File: config.mk
export PLATFORM = sky130hd
export DESIGN_NAME = hazard_flush_controller_flat
export DESIGN_NICKNAME = d
export VERILOG_FILES = /design/src/rtl/hazard_flush_controller_if.sv /design/src/rtl/hazard_flush_controller.sv /design/src/flat_wrapper.sv
export SDC_FILE = /design/constraint.sdc
export NUM_CORES = 1
export LEC_CHECK = 0
export CORE_MARGIN = 1.5
export CORE_UTILIZATION = 25
export DETAILED_ROUTE_END_ITERATION = 10
export GPL_TIMING_DRIVEN = 1
export PLACE_DENSITY = 0.55
export SLEW_MARGIN = 20
export SYNTH_ARGS = -nofsm -noshare
export SYNTH_HDL_FRONTEND = slang
export SYNTH_SLANG_ARGS = --single-unit
File: constraint.sdc
create_clock -name clk -period 3.9 [get_ports clk]
set_input_delay 0.39 -clock clk [delete_from_list [all_inputs] [get_ports clk]]
set_output_delay 0.39 -clock clk [all_outputs]
set_load 0.05 [all_outputs]
File: src/rtl/hazard_flush_controller_if.sv
// Bundle of the decode/execute/memory control signals seen by the hazard
// and flush controller.
//   master : pipeline side, drives stage status and consumes the controls.
//   slave  : controller side, consumes stage status and drives redirect,
//            flush, stall, forwarding selects and event counters.
interface hazard_flush_controller_if #(
   parameter int REGISTER_WIDTH = 32
);
   logic                      dec_valid;
   logic [4:0]                dec_rs1;
   logic [4:0]                dec_rs2;
   logic                      dec_uses_rs1;
   logic                      dec_uses_rs2;
   logic                      ex_valid;
   logic                      ex_ready;
   logic [4:0]                ex_rd;
   logic                      ex_reg_write;
   logic                      ex_is_load;
   logic                      ex_branch_taken;
   logic [REGISTER_WIDTH-1:0] ex_branch_target;
   logic                      mem_valid;
   logic [4:0]                mem_rd;
   logic                      mem_reg_write;
   logic                      redirect_valid;
   logic [REGISTER_WIDTH-1:0] redirect_target;
   logic                      flush_fetch;
   logic                      flush_decode;
   logic                      stall_decode;
   logic [1:0]                fwd_rs1_sel;
   logic [1:0]                fwd_rs2_sel;
   logic [REGISTER_WIDTH-1:0] stall_count;
   logic [REGISTER_WIDTH-1:0] flush_count;

   modport master (
      output dec_valid, dec_rs1, dec_rs2, dec_uses_rs1, dec_uses_rs2,
             ex_valid, ex_ready, ex_rd, ex_reg_write, ex_is_load,
             ex_branch_taken, ex_branch_target,
             mem_valid, mem_rd, mem_reg_write,
      input  redirect_valid, redirect_target, flush_fetch, flush_decode,
             stall_decode, fwd_rs1_sel, fwd_rs2_sel, stall_count, flush_count
   );

   modport slave (
      input  dec_valid, dec_rs1, dec_rs2, dec_uses_rs1, dec_uses_rs2,
             ex_valid, ex_ready, ex_rd, ex_reg_write, ex_is_load,
             ex_branch_taken, ex_branch_target,
             mem_valid, mem_rd, mem_reg_write,
      output redirect_valid, redirect_target, flush_fetch, flush_decode,
             stall_decode, fwd_rs1_sel, fwd_rs2_sel, stall_count, flush_count
   );
endinterface

File: src/rtl/hazard_flush_controller.sv
// Pipeline hazard and flush controller around the execute stage.
// - Load-use hazards stall decode (same cycle, LOAD_LATENCY cycles total).
// - A taken branch/jump firing in execute produces a registered one-cycle
//   PC redirect and FLUSH_CYCLES cycles of fetch/decode flush.
// - Combinational operand-forwarding selects (0 regfile, 1 ex, 2 mem).
// - Saturating stall-cycle and redirect counters.
// Ports: clk, rst (async, active high), bus (slave side of
// hazard_flush_controller_if carrying all stage status and controls).
module hazard_flush_controller #(
   parameter int REGISTER_WIDTH = 32,
   parameter int FLUSH_CYCLES   = 2,
   parameter int LOAD_LATENCY   = 1
) (
   input logic                     clk,
   input logic                     rst,
   hazard_flush_controller_if.slave bus
);
   typedef enum logic [1:0] {
      RUN   = 2'd0,
      FLUSH = 2'd1,
      STALL = 2'd2
   } state_t;

   localparam logic [3:0] FLUSH_INIT = 4'(FLUSH_CYCLES - 1);
   localparam logic [3:0] STALL_INIT = 4'(LOAD_LATENCY - 1);
   localparam logic [REGISTER_WIDTH-1:0] COUNT_MAX = '1;

   state_t                    state_r;
   state_t                    state_next_s;
   logic [3:0]                cnt_r;
   logic [3:0]                cnt_next_s;
   logic                      ex_fire_s;
   logic                      hazard_s;
   logic                      take_s;
   logic                      stall_s;
   logic                      ex_fwd_ok_s;
   logic                      mem_fwd_ok_s;
   logic                      redirect_valid_r;
   logic [REGISTER_WIDTH-1:0] redirect_target_r;
   logic                      flush_r;
   logic [REGISTER_WIDTH-1:0] stall_count_r;
   logic [REGISTER_WIDTH-1:0] flush_count_r;

   // True when an operand that is actually read names the given register.
   function automatic logic reads_reg(input logic uses, input logic [4:0] rs,
                                      input logic [4:0] rd);
      return uses && (rs == rd);
   endfunction

   // Forwarding select for one source; execute beats memory, x0 never forwarded.
   function automatic logic [1:0] fwd_sel(input logic [4:0] rs,
                                          input logic ex_ok, input logic [4:0] ex_rd,
                                          input logic mem_ok, input logic [4:0] mem_rd);
      logic [1:0] sel;
      if (ex_ok && (ex_rd != 5'd0) && (ex_rd == rs)) begin
         sel = 2'd1;
      end else if (mem_ok && (mem_rd != 5'd0) && (mem_rd == rs)) begin
         sel = 2'd2;
      end else begin
         sel = 2'd0;
      end
      return sel;
   endfunction

   assign ex_fire_s    = bus.ex_valid & bus.ex_ready;
   // A load result is not available in execute, so it only forwards from memory.
   assign ex_fwd_ok_s  = bus.ex_valid & bus.ex_reg_write & ~bus.ex_is_load;
   assign mem_fwd_ok_s = bus.mem_valid & bus.mem_reg_write;
   assign hazard_s     = bus.dec_valid & bus.ex_valid & bus.ex_is_load &
                         bus.ex_reg_write & (bus.ex_rd != 5'd0) &
                         (reads_reg(bus.dec_uses_rs1, bus.dec_rs1, bus.ex_rd) |
                          reads_reg(bus.dec_uses_rs2, bus.dec_rs2, bus.ex_rd));

   // Next-state, shared countdown and per-cycle redirect/stall decisions.
   always_comb begin
      state_next_s = state_r;
      cnt_next_s   = cnt_r;
      take_s       = 1'b0;
      stall_s      = 1'b0;
      case (state_r)
         RUN: begin
            if (ex_fire_s && bus.ex_branch_taken) begin
               take_s       = 1'b1;
               state_next_s = FLUSH;
               cnt_next_s   = FLUSH_INIT;
            end else if (hazard_s) begin
               stall_s = 1'b1;
               // The hazard cycle itself is the first stall cycle.
               if (LOAD_LATENCY > 1) begin
                  state_next_s = STALL;
                  cnt_next_s   = STALL_INIT;
               end else begin
                  state_next_s = RUN;
               end
            end else begin
               state_next_s = RUN;
            end
         end
         FLUSH: begin
            // Branches here are wrong-path and hazards are masked.
            if (cnt_r == 4'd0) begin
               state_next_s = RUN;
            end else begin
               cnt_next_s = cnt_r - 4'd1;
            end
         end
         STALL: begin
            if (ex_fire_s && bus.ex_branch_taken) begin
               take_s       = 1'b1;
               state_next_s = FLUSH;
               cnt_next_s   = FLUSH_INIT;
            end else begin
               // cnt holds the stall cycles still owed, this one included.
               stall_s    = 1'b1;
               cnt_next_s = cnt_r - 4'd1;
               if (cnt_r <= 4'd1) begin
                  state_next_s = RUN;
               end else begin
                  state_next_s = STALL;
               end
            end
         end
         default: begin
            state_next_s = RUN;
            cnt_next_s   = 4'd0;
         end
      endcase
   end

   // State, registered redirect/flush outputs and saturating event counters.
   always_ff @(posedge clk or posedge rst) begin
      if (rst) begin
         state_r           <= RUN;
         cnt_r             <= 4'd0;
         redirect_valid_r  <= 1'b0;
         redirect_target_r <= '0;
         flush_r           <= 1'b0;
         stall_count_r     <= '0;
         flush_count_r     <= '0;
      end else begin
         state_r          <= state_next_s;
         cnt_r            <= cnt_next_s;
         redirect_valid_r <= take_s;
         flush_r          <= (state_next_s == FLUSH);
         if (take_s) begin
            redirect_target_r <= bus.ex_branch_target;
         end
         if (stall_s && (stall_count_r != COUNT_MAX)) begin
            stall_count_r <= stall_count_r + 1'b1;
         end
         if (take_s && (flush_count_r != COUNT_MAX)) begin
            flush_count_r <= flush_count_r + 1'b1;
         end
      end
   end

   assign bus.redirect_valid  = redirect_valid_r;
   assign bus.redirect_target = redirect_target_r;
   assign bus.flush_fetch     = flush_r;
   assign bus.flush_decode    = flush_r;
   assign bus.stall_decode    = stall_s;
   assign bus.fwd_rs1_sel     = fwd_sel(bus.dec_rs1, ex_fwd_ok_s, bus.ex_rd,
                                        mem_fwd_ok_s, bus.mem_rd);
   assign bus.fwd_rs2_sel     = fwd_sel(bus.dec_rs2, ex_fwd_ok_s, bus.ex_rd,
                                        mem_fwd_ok_s, bus.mem_rd);
   assign bus.stall_count     = stall_count_r;
   assign bus.flush_count     = flush_count_r;
endmodule

File: src/flat_wrapper.sv
// flat-port wrapper written by rule: the top's interface ports become plain ports
module hazard_flush_controller_flat 
#(
   parameter int REGISTER_WIDTH = 32,
   parameter int FLUSH_CYCLES   = 2,
   parameter int LOAD_LATENCY   = 1
)
  (clk, rst, bus_dec_valid, bus_dec_rs1, bus_dec_rs2, bus_dec_uses_rs1, bus_dec_uses_rs2, bus_ex_valid, bus_ex_ready, bus_ex_rd, bus_ex_reg_write, bus_ex_is_load, bus_ex_branch_taken, bus_ex_branch_target, bus_mem_valid, bus_mem_rd, bus_mem_reg_write, bus_redirect_valid, bus_redirect_target, bus_flush_fetch, bus_flush_decode, bus_stall_decode, bus_fwd_rs1_sel, bus_fwd_rs2_sel, bus_stall_count, bus_flush_count);
  hazard_flush_controller_if #(.REGISTER_WIDTH(REGISTER_WIDTH)) bus_i ();
  input logic clk;
  input logic rst;
  input wire logic [$bits(bus_i.dec_valid)-1:0] bus_dec_valid;
  input wire logic [$bits(bus_i.dec_rs1)-1:0] bus_dec_rs1;
  input wire logic [$bits(bus_i.dec_rs2)-1:0] bus_dec_rs2;
  input wire logic [$bits(bus_i.dec_uses_rs1)-1:0] bus_dec_uses_rs1;
  input wire logic [$bits(bus_i.dec_uses_rs2)-1:0] bus_dec_uses_rs2;
  input wire logic [$bits(bus_i.ex_valid)-1:0] bus_ex_valid;
  input wire logic [$bits(bus_i.ex_ready)-1:0] bus_ex_ready;
  input wire logic [$bits(bus_i.ex_rd)-1:0] bus_ex_rd;
  input wire logic [$bits(bus_i.ex_reg_write)-1:0] bus_ex_reg_write;
  input wire logic [$bits(bus_i.ex_is_load)-1:0] bus_ex_is_load;
  input wire logic [$bits(bus_i.ex_branch_taken)-1:0] bus_ex_branch_taken;
  input wire logic [$bits(bus_i.ex_branch_target)-1:0] bus_ex_branch_target;
  input wire logic [$bits(bus_i.mem_valid)-1:0] bus_mem_valid;
  input wire logic [$bits(bus_i.mem_rd)-1:0] bus_mem_rd;
  input wire logic [$bits(bus_i.mem_reg_write)-1:0] bus_mem_reg_write;
  output wire logic [$bits(bus_i.redirect_valid)-1:0] bus_redirect_valid;
  output wire logic [$bits(bus_i.redirect_target)-1:0] bus_redirect_target;
  output wire logic [$bits(bus_i.flush_fetch)-1:0] bus_flush_fetch;
  output wire logic [$bits(bus_i.flush_decode)-1:0] bus_flush_decode;
  output wire logic [$bits(bus_i.stall_decode)-1:0] bus_stall_decode;
  output wire logic [$bits(bus_i.fwd_rs1_sel)-1:0] bus_fwd_rs1_sel;
  output wire logic [$bits(bus_i.fwd_rs2_sel)-1:0] bus_fwd_rs2_sel;
  output wire logic [$bits(bus_i.stall_count)-1:0] bus_stall_count;
  output wire logic [$bits(bus_i.flush_count)-1:0] bus_flush_count;
  assign bus_i.dec_valid = bus_dec_valid;
  assign bus_i.dec_rs1 = bus_dec_rs1;
  assign bus_i.dec_rs2 = bus_dec_rs2;
  assign bus_i.dec_uses_rs1 = bus_dec_uses_rs1;
  assign bus_i.dec_uses_rs2 = bus_dec_uses_rs2;
  assign bus_i.ex_valid = bus_ex_valid;
  assign bus_i.ex_ready = bus_ex_ready;
  assign bus_i.ex_rd = bus_ex_rd;
  assign bus_i.ex_reg_write = bus_ex_reg_write;
  assign bus_i.ex_is_load = bus_ex_is_load;
  assign bus_i.ex_branch_taken = bus_ex_branch_taken;
  assign bus_i.ex_branch_target = bus_ex_branch_target;
  assign bus_i.mem_valid = bus_mem_valid;
  assign bus_i.mem_rd = bus_mem_rd;
  assign bus_i.mem_reg_write = bus_mem_reg_write;
  assign bus_redirect_valid = bus_i.redirect_valid;
  assign bus_redirect_target = bus_i.redirect_target;
  assign bus_flush_fetch = bus_i.flush_fetch;
  assign bus_flush_decode = bus_i.flush_decode;
  assign bus_stall_decode = bus_i.stall_decode;
  assign bus_fwd_rs1_sel = bus_i.fwd_rs1_sel;
  assign bus_fwd_rs2_sel = bus_i.fwd_rs2_sel;
  assign bus_stall_count = bus_i.stall_count;
  assign bus_flush_count = bus_i.flush_count;
  hazard_flush_controller #(.REGISTER_WIDTH(REGISTER_WIDTH), .FLUSH_CYCLES(FLUSH_CYCLES), .LOAD_LATENCY(LOAD_LATENCY)) u_core (.clk(clk), .rst(rst), .bus(bus_i));
endmodule
Word-level counts from Yosys, hierarchy flattened
Cells that the tools add are included.
W data, S select, Z words.

cells by class
  add/sub/neg operators = 3
  $lt $le $gt $ge = 1
  eq/ne operators = 13
  mux-type cells = 19
  bitwise logic cells = 11
  reduce and logical (&&, ||, !) cells = 17

operator list
  operator                 number
  $add A32 B1 Y32 const B  2
  $ne A32 B32 Y1 const B   2
  $eq A5 B5 Y1             6
  $mux W2                  7
  $mux W4                  3
  $pmux W4 S3              1
  $logic_and A1 B1 Y1      11
  $reduce_bool A5 Y1       2
  $and A1 B1 Y1            9
  $mux W1                  6
  $pmux W2 S3              1
  $eq A2 B1 Y1 const B     2
  $le A4 B1 Y1 const B     1
  $logic_not A4 Y1         1
  $sub A4 B1 Y4 const B    1
  $eq A2 B2 Y1 const B     1
  $logic_not A2 Y1         1
  $ne A2 B1 Y1 const B     1
  $ne A2 B2 Y1 const B     1
  $pmux W1 S2              1
  $reduce_and A2 Y1        1
  $reduce_or A2 Y1         1
  $not A1 Y1               1
  $or A1 B1 Y1             1

word-level totals
  bits in registers = 104
  input bits = 64
  output and inout bits = 104

Logic depth before layout (Yosys ltp)
  depth after elaboration = 9
  gate-level depth with buffers = 9

Worst setup path after synthesis
No wires, ideal clock.

  path type = input port to output port
  from = input bus_ex_rd[0]
  to = output bus_fwd_rs1_sel[1]
  data arrival time = 3.021 ns
  data required time = 3.510 ns
  path slack = 0.489 ns
  stages on the path = 4
  cell sequence = or4_1 -> o211ai_1 -> nor4_1 -> nor4_1

on the way
  word-level cells in the longest chain between the ends = 4
  elaborated cells between the ends (all ways) = 5
  classes of those cells = eq/ne: 1; mux: 1; reduce/logical: 3

ends and longest elaborated chain
  what                   line                           RTL
  from (decl)            flat_wrapper.sv:19             input wire logic [$bits(bus_i.ex_rd)-1:0] bus_ex_rd;
  $reduce_bool A5 Y1     hazard_flush_controller.sv:55  if (ex_ok && (ex_rd != 5'd0) && (ex_rd == rs)) begin
  $logic_and A1 B1 Y1    hazard_flush_controller.sv:55
  $logic_and A1 B1 Y1 *  hazard_flush_controller.sv:55
  $mux W2 *              hazard_flush_controller.sv:55
  to (decl)              flat_wrapper.sv:32             output wire logic [$bits(bus_i.fwd_rs1_sel)-1:0] bus_fwd_rs1_sel;

Mark *: on every way between the ends. The rest lies on a longest branch, timed or not.

Worst setup path in the final report
  from = input bus_ex_rd[0]
  to = output bus_stall_decode

on the way
  word-level cells in the longest chain between the ends = 7
  elaborated cells between the ends (all ways) = 11
  classes of those cells = eq/ne: 2; mux: 3; bitwise: 3; reduce/logical: 3

ends and longest elaborated chain
  what                 line                           RTL
  $eq A5 B5 Y1         hazard_flush_controller.sv:47  return uses && (rs == rd);
  $logic_and A1 B1 Y1  hazard_flush_controller.sv:47
  $or A1 B1 Y1         hazard_flush_controller.sv:71  (reads_reg(bus.dec_uses_rs1, bus.dec_rs1, bus.ex_rd) |
  $and A1 B1 Y1 *      hazard_flush_controller.sv:70  bus.ex_reg_write & (bus.ex_rd != 5'd0) &
  $mux W1 *            hazard_flush_controller.sv:86  end else if (hazard_s) begin
  $mux W1 *            hazard_flush_controller.sv:82  if (ex_fire_s && bus.ex_branch_taken) begin
  $pmux W1 S2 *        hazard_flush_controller.sv:80  case (state_r)
  to (decl)            flat_wrapper.sv:31             output wire logic [$bits(bus_i.stall_decode)-1:0] bus_stall_decode;

Marked as above.

==> results_dict.tcl <==
set metrics [dict create \
    slew_viol_final 0 \
    synthFlopType "dfrtp_1" \
    synth_mux_area_share_pct 0.660 \
    row_count 51 \
    ys_types 43 \
    synth_top_family_by_area "simple AND/OR/NAND/NOR gates" \
    syn_to_final_growth_pct 46.4 \
    layout.nets 730 \
    crit_path_end_kind "output port" \
    final_cell_mix "clkdlybuf4s50_1 (167), nand2_1 (120), dfrtp_1 (104)" \
    outcome "finished clean" \
    maxCapViolCount 0 \
    p_per_area_mw_per_mm2 522 \
    cp_max_fo 5 \
    port_buffers 167 \
    cts_max_level 3 \
    synth_edf_count 0 \
    drt_iter0_markers 108 \
    die-width_um 143 \
    setup_viol 0 \
    grt_use_met1_pct 16.7 \
    top_level_ports 168 \
    wl_mm 13.2 \
    viasPerCell 4.49 \
    worst_pin_slew_ns 0.663 \
    ant_nets 0 \
    clk_path_buf_depth 2 \
    ir_drop_mv 0.226 \
    critPathKind "input pin to output port" \
    hold_viol_final 0 \
    coreArea_mm2 0.0194 \
    die_area_mm2 0.0206 \
    clock_sink_count 104 \
    track_usage_pct 13.3 \
    reg2reg_depth 7 \
    async_reset_ff_share_pct 100 \
    cts_resized 0 \
    synth_area_mm2 0.00493 \
    synthAdderAreaFrac_pct 1.27 \
    cts_inserted_buffers 9 \
    grt_max_degree 37 \
    syn-num-nets 559 \
    final_common_cell "clkdlybuf4s50_1" \
    syn_area_per_cell_um2 10.1 \
    place_hpwl_mm 9.86 \
    busiest_layer "met2" \
    regToRegSetupSlack_ns 1.58 \
    hold_class "input pin to async pin" \
    fin_crit_sh_pct 90.6 \
    synthSimpleGateAreaFrac_pct 24.9 \
    yosys_warnings 0 \
    use_met3_pct 3.27 \
    yosysSeqAreaShare_pct 52.8 \
    worstReg2RegStart "u_core.state_r[0]$_DFF_PP0_" \
    syn_inst 490 \
    grt_pass1_vias 4270 \
    cts_tree "yes" \
    root_buffer "clkbuf_16" \
    route.detailed.drc 0 \
    grt.overflow.total 0 \
    whs_ns 0.397 \
    hold_buffers 0 \
    drive_gt1_share_pct 5.56 \
    grt_antenna_before_repair 0 \
    period_needed_ns 3.54 \
    die_h_um 143 \
    synthXorXnorAreaFrac_pct 14.6 \
    cp.required_ns 3.51 \
    setup_tns_ns 0 \
    vias 4178 \
    cts_setup_buffers 0 \
    r2r_end "u_core.bus.flush_count[14]$_DFFE_PP0P_" \
    gp_congestion 0.799 \
    fin_util_pct 37.2 \
    clkTransAtPathRegs_ns 0.07 \
    grt_pass1_wl_mm 21.6 \
    diodes 0 \
    fmax_mhz 283 \
    p_leak_nw 3.05 \
    ys_ff_latch 104 \
    start_util_pct 25.4 \
    wl_per_cell_um 14.2 \
    rsz0062_at_grt "no" \
    clock_latency_ns 0.35 \
    slew_headroom_pct 55.8 \
    firstDrtPassIters 4 \
    worstSetupStartpointType "input pin" \
    grt_use_met2_pct 22.4 \
    synth_compound_area_share_pct 3.91 \
    arrival_ns 3.15 \
    finalClockSkew_ns 0.00997 \
]
power by group:
group	internal, mW	switching, mW
clock	0.468	0.447
sequential	1.27	0.135
combinational	0.498	0.950
total	2.23	1.53
through the flow:
stage	setup slack, ns	instances	total power, mW	instance area [µm²]
floorplan	0.489	490	2.34	4930
global placement	0.455	915	2.86	6910
detailed placement	0.365	915	2.89	6910
CTS	0.359	931	3.83	7210
global route	0.225	931	3.97	7220
finish	0.365	931	3.77	7220
routing by layer:
metal  vias up  share of wire, %
met4         0               1.5
li1       2016                 -
met3        14               5.7
met1      2037                45
met5         -                 0
met2       111                48
state kept, by name, indices dropped and copies added, names as in the netlist:
name                        count
u_core.bus.flush_count         32
u_core.bus.redirect_target     32
u_core.bus.stall_count         32
u_core.cnt_r                    4
u_core.state_r                  2
u_core.bus.flush_decode         1
u_core.bus.redirect_valid       1
cell type report:
cell class / instances / area [µm²]
clock buffers: 10 / 239
well taps: 265 / 332
flip-flops and latches: 104 / 2600
inverters: 7 / 28.8
repair buffers: 173 / 1720
fillers: 1947 / 12200
clock inverters: 6 / 58.8
multi-input cells: 366 / 2240
worst max-delay path, stage by stage:
cell and delay [ns]:
clkdlybuf4s50_1 0.46, or4_1 0.55, o211ai_1 0.31, nor4_1 0.10, o21ai_1 0.23, and2_2 0.28, inv_1 0.10, clkdlybuf4s50_1 0.72
worst max-delay path by stage:
stage / end / cells after the start / startpoint / slack [ns]
finish: bus_stall_decode / 8 / bus_ex_rd[0] / 0.36
global route: bus_stall_decode / 8 / bus_ex_rd[0] / 0.23
CTS: bus_stall_decode / 8 / bus_ex_rd[0] / 0.36
detailed placement: bus_stall_decode / 8 / bus_ex_rd[0] / 0.36
global placement: bus_stall_decode / 8 / bus_ex_rd[0] / 0.46
floorplan: bus_fwd_rs1_sel[1] / 4 / bus_ex_rd[0] / 0.49
cells by family (layout without fill, tap and decap cells):
kind of cell | count (synthesis) | in the layout
compound gates | 27 | 27
buf+inv | 20 | 196
fa+ha+maj | 5 | 5
mux | 3 | 3
simple gates | 249 | 249
xor+xnor | 82 | 82
flops | 104 | 104
cells in the mapped netlist, types with 7 or more instances:
cell / number / area, µm²
nand2_1: 120 / 450
dfrtp_1: 104 / 2600
xnor2_1: 63 / 552
nand3_1: 36 / 180
nand4_1: 27 / 169
xor2_1: 19 / 166
nor2_1: 17 / 63.8
and3_1: 10 / 62.6
a21oi_1: 7 / 35.0
inv_1: 7 / 26.3
o21ai_0: 7 / 35.0
No activity file was read; power rests on OpenSTA's default activity.
